File: src/rtl/sign_pkg.sv
// Shared constants and types for narrowing 32-bit words to the 17-bit immediate field.
package sign_pkg;

  localparam int IMM_W  = 17;
  localparam int WORD_W = 32;

  localparam logic [IMM_W-1:0] SAT_MAX = {1'b0, {(IMM_W-1){1'b1}}};
  localparam logic [IMM_W-1:0] SAT_MIN = {1'b1, {(IMM_W-1){1'b0}}};

  typedef struct packed {
    logic [IMM_W-1:0] data;
    logic             ovf;
  } narrow_res_t;

endpackage

File: src/rtl/sign_narrow_fit.sv
// Combinational fit check and narrowing select; saturates on overflow when
// SIGN_NARROW_SAT_EN is defined, otherwise truncates.
module sign_narrow_fit
  import sign_pkg::*;
#(
  parameter int W_IN  = WORD_W,
  parameter int W_OUT = IMM_W
) (
  input  logic [W_IN-1:0]  data,
  output logic [W_OUT-1:0] res_data,
  output logic             res_ovf
);

  logic fit;

  // The value fits when every bit from the MSB down to the new sign bit agrees.
  assign fit     = (&data[W_IN-1:W_OUT-1]) | ~(|data[W_IN-1:W_OUT-1]);
  assign res_ovf = ~fit;

`ifdef SIGN_NARROW_SAT_EN
  localparam logic [W_OUT-1:0] MAX_POS = {1'b0, {(W_OUT-1){1'b1}}};
  localparam logic [W_OUT-1:0] MIN_NEG = {1'b1, {(W_OUT-1){1'b0}}};

  assign res_data = fit ? data[W_OUT-1:0] : (data[W_IN-1] ? MIN_NEG : MAX_POS);
`else
  assign res_data = data[W_OUT-1:0];
`endif

endmodule

File: src/rtl/sign_narrow.sv
// Two-stage valid/ready pipeline narrowing a signed word to a signed field, with
// overflow flag and statistics. Optional saturation via SIGN_NARROW_SAT_EN.
module sign_narrow
  import sign_pkg::*;
#(
  parameter int W_IN  = WORD_W,
  parameter int W_OUT = IMM_W,
  parameter int CNT_W = 8
) (
  input  logic             clock,
  input  logic             reset_n,
  input  logic             in_valid,
  output logic             in_ready,
  input  logic [W_IN-1:0]  in_data,
  output logic             out_valid,
  input  logic             out_ready,
  output logic [W_OUT-1:0] out_data,
  output logic             out_ovf,
  output logic             ovf_sticky,
  output logic [CNT_W-1:0] ovf_count,
  input  logic             stat_clr
);

  localparam logic [CNT_W-1:0] CNT_MAX = '1;

  logic             s1_valid;
  logic [W_IN-1:0]  s1_data;
  logic             s2_valid;
  logic [W_OUT-1:0] s2_data;
  logic             s2_ovf;
  logic             s1_adv;
  logic             s2_adv;
  logic [W_OUT-1:0] fit_data;
  logic             fit_ovf;
  logic             ovf_event;

  assign s2_adv    = ~s2_valid | out_ready;
  assign s1_adv    = s2_adv | ~s1_valid;
  assign in_ready  = s1_adv;
  assign out_valid = s2_valid;
  assign out_data  = s2_data;
  assign out_ovf   = s2_ovf;
  assign ovf_event = s2_valid & out_ready & s2_ovf;

  sign_narrow_fit #(
    .W_IN  (W_IN),
    .W_OUT (W_OUT)
  ) u_fit (
    .data     (s1_data),
    .res_data (fit_data),
    .res_ovf  (fit_ovf)
  );

  // NOTE: state registers use non-blocking assignments so every stage samples
  // the pre-edge value of its upstream stage, giving true pipeline behaviour.
  always_ff @(posedge clock or negedge reset_n) begin
    if (!reset_n) begin
      s1_valid <= 1'b0;
      s1_data  <= '0;
    end else if (s1_adv) begin
      s1_valid <= in_valid;
      if (in_valid) s1_data <= in_data;
    end
  end

  always_ff @(posedge clock or negedge reset_n) begin
    if (!reset_n) begin
      s2_valid <= 1'b0;
      s2_data  <= '0;
      s2_ovf   <= 1'b0;
    end else if (s2_adv) begin
      s2_valid <= s1_valid;
      if (s1_valid) begin
        s2_data <= fit_data;
        s2_ovf  <= fit_ovf;
      end
    end
  end

  // A clear coinciding with an overflow delivery leaves exactly that one event counted.
  always_ff @(posedge clock or negedge reset_n) begin
    if (!reset_n) begin
      ovf_sticky <= 1'b0;
      ovf_count  <= '0;
    end else if (ovf_event) begin
      ovf_sticky <= 1'b1;
      if (stat_clr)                ovf_count <= CNT_W'(1);
      else if (ovf_count != CNT_MAX) ovf_count <= ovf_count + CNT_W'(1);
    end else if (stat_clr) begin
      ovf_sticky <= 1'b0;
      ovf_count  <= '0;
    end
  end

endmodule
File: config.mk
export PLATFORM = sky130hd
export DESIGN_NAME = sign_narrow
export DESIGN_NICKNAME = d
export VERILOG_FILES = /design/src/rtl/sign_pkg.sv /design/src/rtl/sign_narrow_fit.sv /design/src/rtl/sign_narrow.sv
export SDC_FILE = /design/constraint.sdc
export NUM_CORES = 1
export LEC_CHECK = 0
export CAP_MARGIN = 20
export CORE_ASPECT_RATIO = 2
export CORE_UTILIZATION = 33
export DETAILED_ROUTE_END_ITERATION = 12
export PLACE_DENSITY = 0.6
export SLEW_MARGIN = 20
export SYNTH_ARGS = -nofsm -noshare
export SYNTH_HDL_FRONTEND = slang
export SYNTH_SLANG_ARGS = --single-unit
export TNS_END_PERCENT = 1
File: constraint.sdc
create_clock -name clock -period 1.9 [get_ports clock]
set_input_delay 0.19 -clock clock [delete_from_list [all_inputs] [get_ports clock]]
set_output_delay 0.19 -clock clock [all_outputs]
set_load 0.03 [all_outputs]
Word-level counts from Yosys, hierarchy flattened
Cells that the tools add are included.
W data, S select, Z words.
{ "classes": {"addsub": 1, "eq_ne": 1, "muxes": 6, "bitwise_logic": 9, "reduce_logical": 7} }
{ "op_table": {"columns": ["op", "n"], "rows": [
  ["$mux W8", 4],
  ["$reduce_and A16 Y1", 1],
  ["$reduce_or A16 Y1", 1],
  ["$add A8 B1 Y8 const B", 1],
  ["$ne A8 B8 Y1 const B", 1],
  ["$reduce_and A2 Y1", 3],
  ["$not A1 Y1", 4],
  ["$reduce_bool A2 Y1", 2],
  ["$or A1 B1 Y1", 3],
  ["$and A1 B1 Y1", 2],
  ["$mux W1", 2]
]} }
{ "word_totals": {"regBits": 61, "input_bits": 37, "output_inout_bits": 29} }

Depth between registers and ports, before layout
Gate-level depths: netlist (run 1).
{ "logic_depth": {"depth_word": 4, "depth_mapped": 4, "ltp_nobuf": 4} }

Cells and area by module
From an unflattened synthesis (run 1), not the netlist that was laid out.
{ "unflattened": {"cells_unflattened": 193, "area_unflattened_um2": 2610.0} }
{ "modules_own_cells": {"columns": ["module", "instances", "cells_per_inst", "area_per_inst_um2", "seq_area_each_um2"], "rows": [
  ["sign_narrow", 1, 165, 2413.6, 1526.5],
  ["sign_narrow_fit", 1, 28, 196.4, 0.0]
]} }

Worst setup path after synthesis (run 1)
Ideal clock, no wire load.
{ "synth_path": {"kind": "register -> register", "start": "reg s2_valid (netlist: out_valid)", "end": "reg s1_data[0]", "setup_time_ns": 0.125, "t_arrival_ns": 1.742, "required_ns": 1.775, "setup_slack_ns": 0.034, "path_stages_with_launch": 5, "path_buffers": 1, "period_less_slack_ns": 1.866, "path_cell_list": "dfrtp_1 -> nand3b_1 -> nand2_1 -> buf_4 -> mux2_2"} }
{ "synth_via": {"elab_chain_len": 4} }
{ "synth_lines": {"columns": ["item", "line_no", "rtl"], "rows": [
  ["start: declaration", "sign_narrow.sv:28", "logic s2_valid;"],
  ["start signal: assignment", "sign_narrow.sv:72", "s2_valid <= s1_valid;"],
  ["$not A1 Y1", "sign_narrow.sv:37", "assign s2_adv = ~s2_valid | out_ready;"],
  ["$or A1 B1 Y1", "sign_narrow.sv:37", null],
  ["$or A1 B1 Y1", "sign_narrow.sv:38", "assign s1_adv = s2_adv | ~s1_valid;"],
  ["named net in_ready", "sign_narrow.sv:13", "output logic in_ready,"],
  ["$reduce_and A2 Y1 (no line)", null, null],
  ["end signal: assignment", "sign_narrow.sv:62", "if (in_valid) s1_data <= in_data;"],
  ["end: declaration", "sign_narrow.sv:27", "logic [W_IN-1:0] s1_data;"]
]} }
The timed path passes the listed nets, and every way through them passes these cells.
A chain may end at the register's enable or synchronous reset.

Final worst setup path (run 1)
{ "layout_path": {"start": "reg s2_valid (netlist: out_valid)", "end": "out in_ready"} }
{ "layout_via": {"elab_chain_len": 3} }
{ "layout_lines": {"columns": ["item", "line_no"], "rows": [
  ["$not A1 Y1", "sign_narrow.sv:37"],
  ["$or A1 B1 Y1", "sign_narrow.sv:37"],
  ["$or A1 B1 Y1", "sign_narrow.sv:38"],
  ["end: declaration", "sign_narrow.sv:13"]
]} }
No other way between the ends.

==> results of run 1 <==
## metal layers
layer  global-route usage  part of all wire
met5                    0                 0
met4               0.0922             0.033
met3               0.0525             0.048
met2                0.252              0.54
met1                0.156              0.37
## state kept, by name, indices dropped and copies added, names as in the netlist
signal	flops
s1_data	32
out_data	17
ovf_count	8
out_ovf	1
out_valid	1
ovf_sticky	1
s1_valid	1
## cells in the mapped netlist (2+ instances only)
cell type,n,area [sq um]
nand2b_1,3,18.8
and3_1,2,12.5
mux2_2,50,563
buf_4,3,22.5
nor2b_1,2,12.5
dfrtp_1,61,1530
inv_1,4,15.0
nand2_1,6,22.5
nor4_1,4,25.0
a21oi_1,4,20.0
nand4_1,6,37.5
o31ai_1,2,15.0
nor2_1,2,7.51
or4_1,3,22.5
nand3_1,3,15.0
## stage by stage
stage | hold slack, ns | std cells
CTS | 0.416 | 351
floorplan | -0.106 | 176
global placement | 0.224 | 334
finish | 0.394 | 351
global route | 0.455 | 351
detailed placement | 0.235 | 334
## tightest hold or removal path: stages
cell           delay (ns)
dlygate4sd3_1        0.52
buf_2                0.13
buf_12               0.27
## cells by family (layout without fill, tap and decap cells)
family          Yosys count  after routing  synth area share
simple gates             36             36            0.0866
mux                      52             52             0.230
flops                    61             61             0.600
fa+ha+maj                 1              1           0.00492
buf+inv                  10             91            0.0226
compound gates           16             16            0.0556
## layout make-up
type	instances	area, sq um
fillers	688	3860
flip-flops and latches	61	1530
multi-input cells	105	958
repair buffers	71	743
clock buffers	12	256
well taps	94	118
clock inverters	4	70.1
inverters	4	15.0
## worst min path at each step
stage	start	to	slack (ns)
after global routing	reset_n	s1_data[26]$_DFFE_PN0P_	0.45
after detailed placement	reset_n	s1_data[18]$_DFFE_PN0P_	0.23
after global placement	reset_n	s1_data[18]$_DFFE_PN0P_	0.22
final	reset_n	s1_data[31]$_DFFE_PN0P_	0.39
after CTS	reset_n	s1_data[26]$_DFFE_PN0P_	0.42
after floorplan	reset_n	out_data[0]$_DFFE_PN0P_	-0.11
## timing repair
action,4_1_cts,5_1_grt
hold endpoints to repair,61,0
setup buffers,0,0
hold buffers,1,0
## power breakdown
group          internal, uW  leakage (uW)  switching (uW)
clock                  1210      0.000163             540
sequential             1520      0.000727             131
combinational           479      0.000626             442
## placed cells by master, fill, tap and decap left out, drive strengths merged, types with 2 or more instances in the layout
| cell | synthesis | routed |
|---|---|---|
| a21oi | 4 | 4 |
| clkdlybuf4s50 | 0 | 64 |
| bufinv | 0 | 2 |
| nand4 | 6 | 6 |
| nor2 | 2 | 2 |
| inv | 4 | 4 |
| mux2 | 51 | 51 |
| and3 | 2 | 2 |
| clkinv | 0 | 2 |
| dfrtp | 61 | 61 |
| o31ai | 2 | 2 |
| nand3 | 4 | 4 |
| clkbuf | 1 | 12 |
| nand2 | 7 | 7 |
| buf | 5 | 6 |
| nand2b | 3 | 3 |
| nor2b | 2 | 2 |
| nor4 | 4 | 4 |
| or4 | 3 | 3 |
==> metrics.md, run 1 <==
| Metric | Value |
|---|---|
| Hold Path Class | `primary input to async pin` |
| CP top delay family | `buffers and inverters` |
| FP Rows | `45` |
| Antenna Violating Nets Remaining | `0` |
| Max-cap viol count | `0` |
| Die height | `126 um` |
| Reg2reg path depth | `4` |
| Setup crit end | `in_ready` |
| Final worst slack | `0.0787 ns` |
| Grt ovf | `0` |
| Count of cell types in the netlist | `36` |
| Vias per cell | `4.94` |
| Yosys warnings | `0` |
| Fin Clk Skew | `0.00433 ns` |
| Final hold vios | `0` |
| WL/cell | `15.2 um` |
| Slowest stage delay, CP | `0.69 ns` |
| Total CTS buffers | `9` |
| Area delta synth->final | `45.0%` |
| # H-tree levels | `3` |
| Core Util, Final | `0.489` |
| Final net count | `290` |
| Number of global-route vias before repair | `1,769` |
| Slew HR | `0.731` |
| Diodes inserted | `0` |
| CTS tree | `done` |
| Area of the core | `7540 sq um` |
| Clock sink count | `61` |
| Flop2flop setup slack | `0.19 ns` |
| Share of layout cells above drive strength 1 | `0.292` |
| Placed inst area | `3350 sq um` |
| Register area share after synthesis | `0.600` |
| Req. time, crit path | `1.71 ns` |
| CTS clk-pin slew, worst paths | `0.05 ns` |
| Buffers on Ports | `65` |
| Syn Nets | `214` |
| Clock Latency Late Sink | `0.32 ns` |
| Final TNS setup | `0 ns` |
| Cell area after layout | `3690 sq um` |
| Avg Cell Area, Syn | `14.4 sq um` |
| Initial DRC count | `45` |
| I/O pin cnt | `66` |
| Largest net degree at the start of global routing | `62` |
| # resized after CTS | `0` |
| Buffers plus inverters on the worst setup path | `1` |
| Slowest-stage cell, CP | `clkdlybuf4s50_1` |
| Root Buffer | `clkbuf_16` |
| Achievable frequency | `0.549 GHz` |
| CP Capture Type | `output pin` |
| Reg-to-Reg End | `ovf_count[3]$_DFFE_PN0P_` |
| Final Total Pwr | `4320 uW` |
| Die width | `64.1 um` |
| Final min period | `1.82 ns` |
| First-pass GRT wire length | `8720 um` |
| DRC viols | `0` |
| Run status | `completed` |
| Post-synth top flop | `dfrtp_1` |
| Reg2reg start | `ovf_count[1]$_DFFE_PN0P_` |
| Worst-margin pin slew | `0.402 ns` |
| Leakage | `0.00152 uW` |
| Synth Instances | `176` |
| Initial DRT Pass Iterations | `4` |
| RePlAce Congestion | `0.741` |
| RSZ-0062 raised after global routing | `false` |
| Pre-CTS worst setup slack | `0.0849 ns` |
| Ys async rst share | `1.00` |
| CP Class | `flop to output pin` |
| Final setup viols | `0` |
| Fin crit share | `0.959` |
| Beginning of the critical path | `out_valid$_DFFE_PN0P_` |
| Die area | `8080 sq um` |
| Starting density of the core | `0.337` |
| CP Depth | `2` |
| VDD IR-drop max | `0.572 mV` |
| Total routed wirelength | `5330 um` |
| Clock Path Buffers | `2` |
| Post-synth EDFFs | `0` |
| Initial antenna violation count | `0` |
| Total track usage | `0.150` |
| Peak fanout along the critical path | `5` |
| Critical path arrival | `1.63 ns` |
| Vias | `1,733` |
| Startpoint class of the critical path | `flop` |
| Cell Chain, Critical Path | `nand3b_1 -> clkdlybuf4s50_1` |
| Cell Area, Synth | `2540 sq um` |
| Max Slew Vio Count | `0` |
| Pwr/cell area | `1170 nW/um^2` |
| Synth Register Bits | `61` |
No activity file was read; power rests on OpenSTA's default activity.
==> inputs of run 2 (changes only) <==
Settings changed: CTS_CLUSTER_SIZE from default to 14, SLEW_MARGIN 20 to 10.
==> results of run 2 <==
No change in the layout: final DEF, timing and power equal those of run 1.
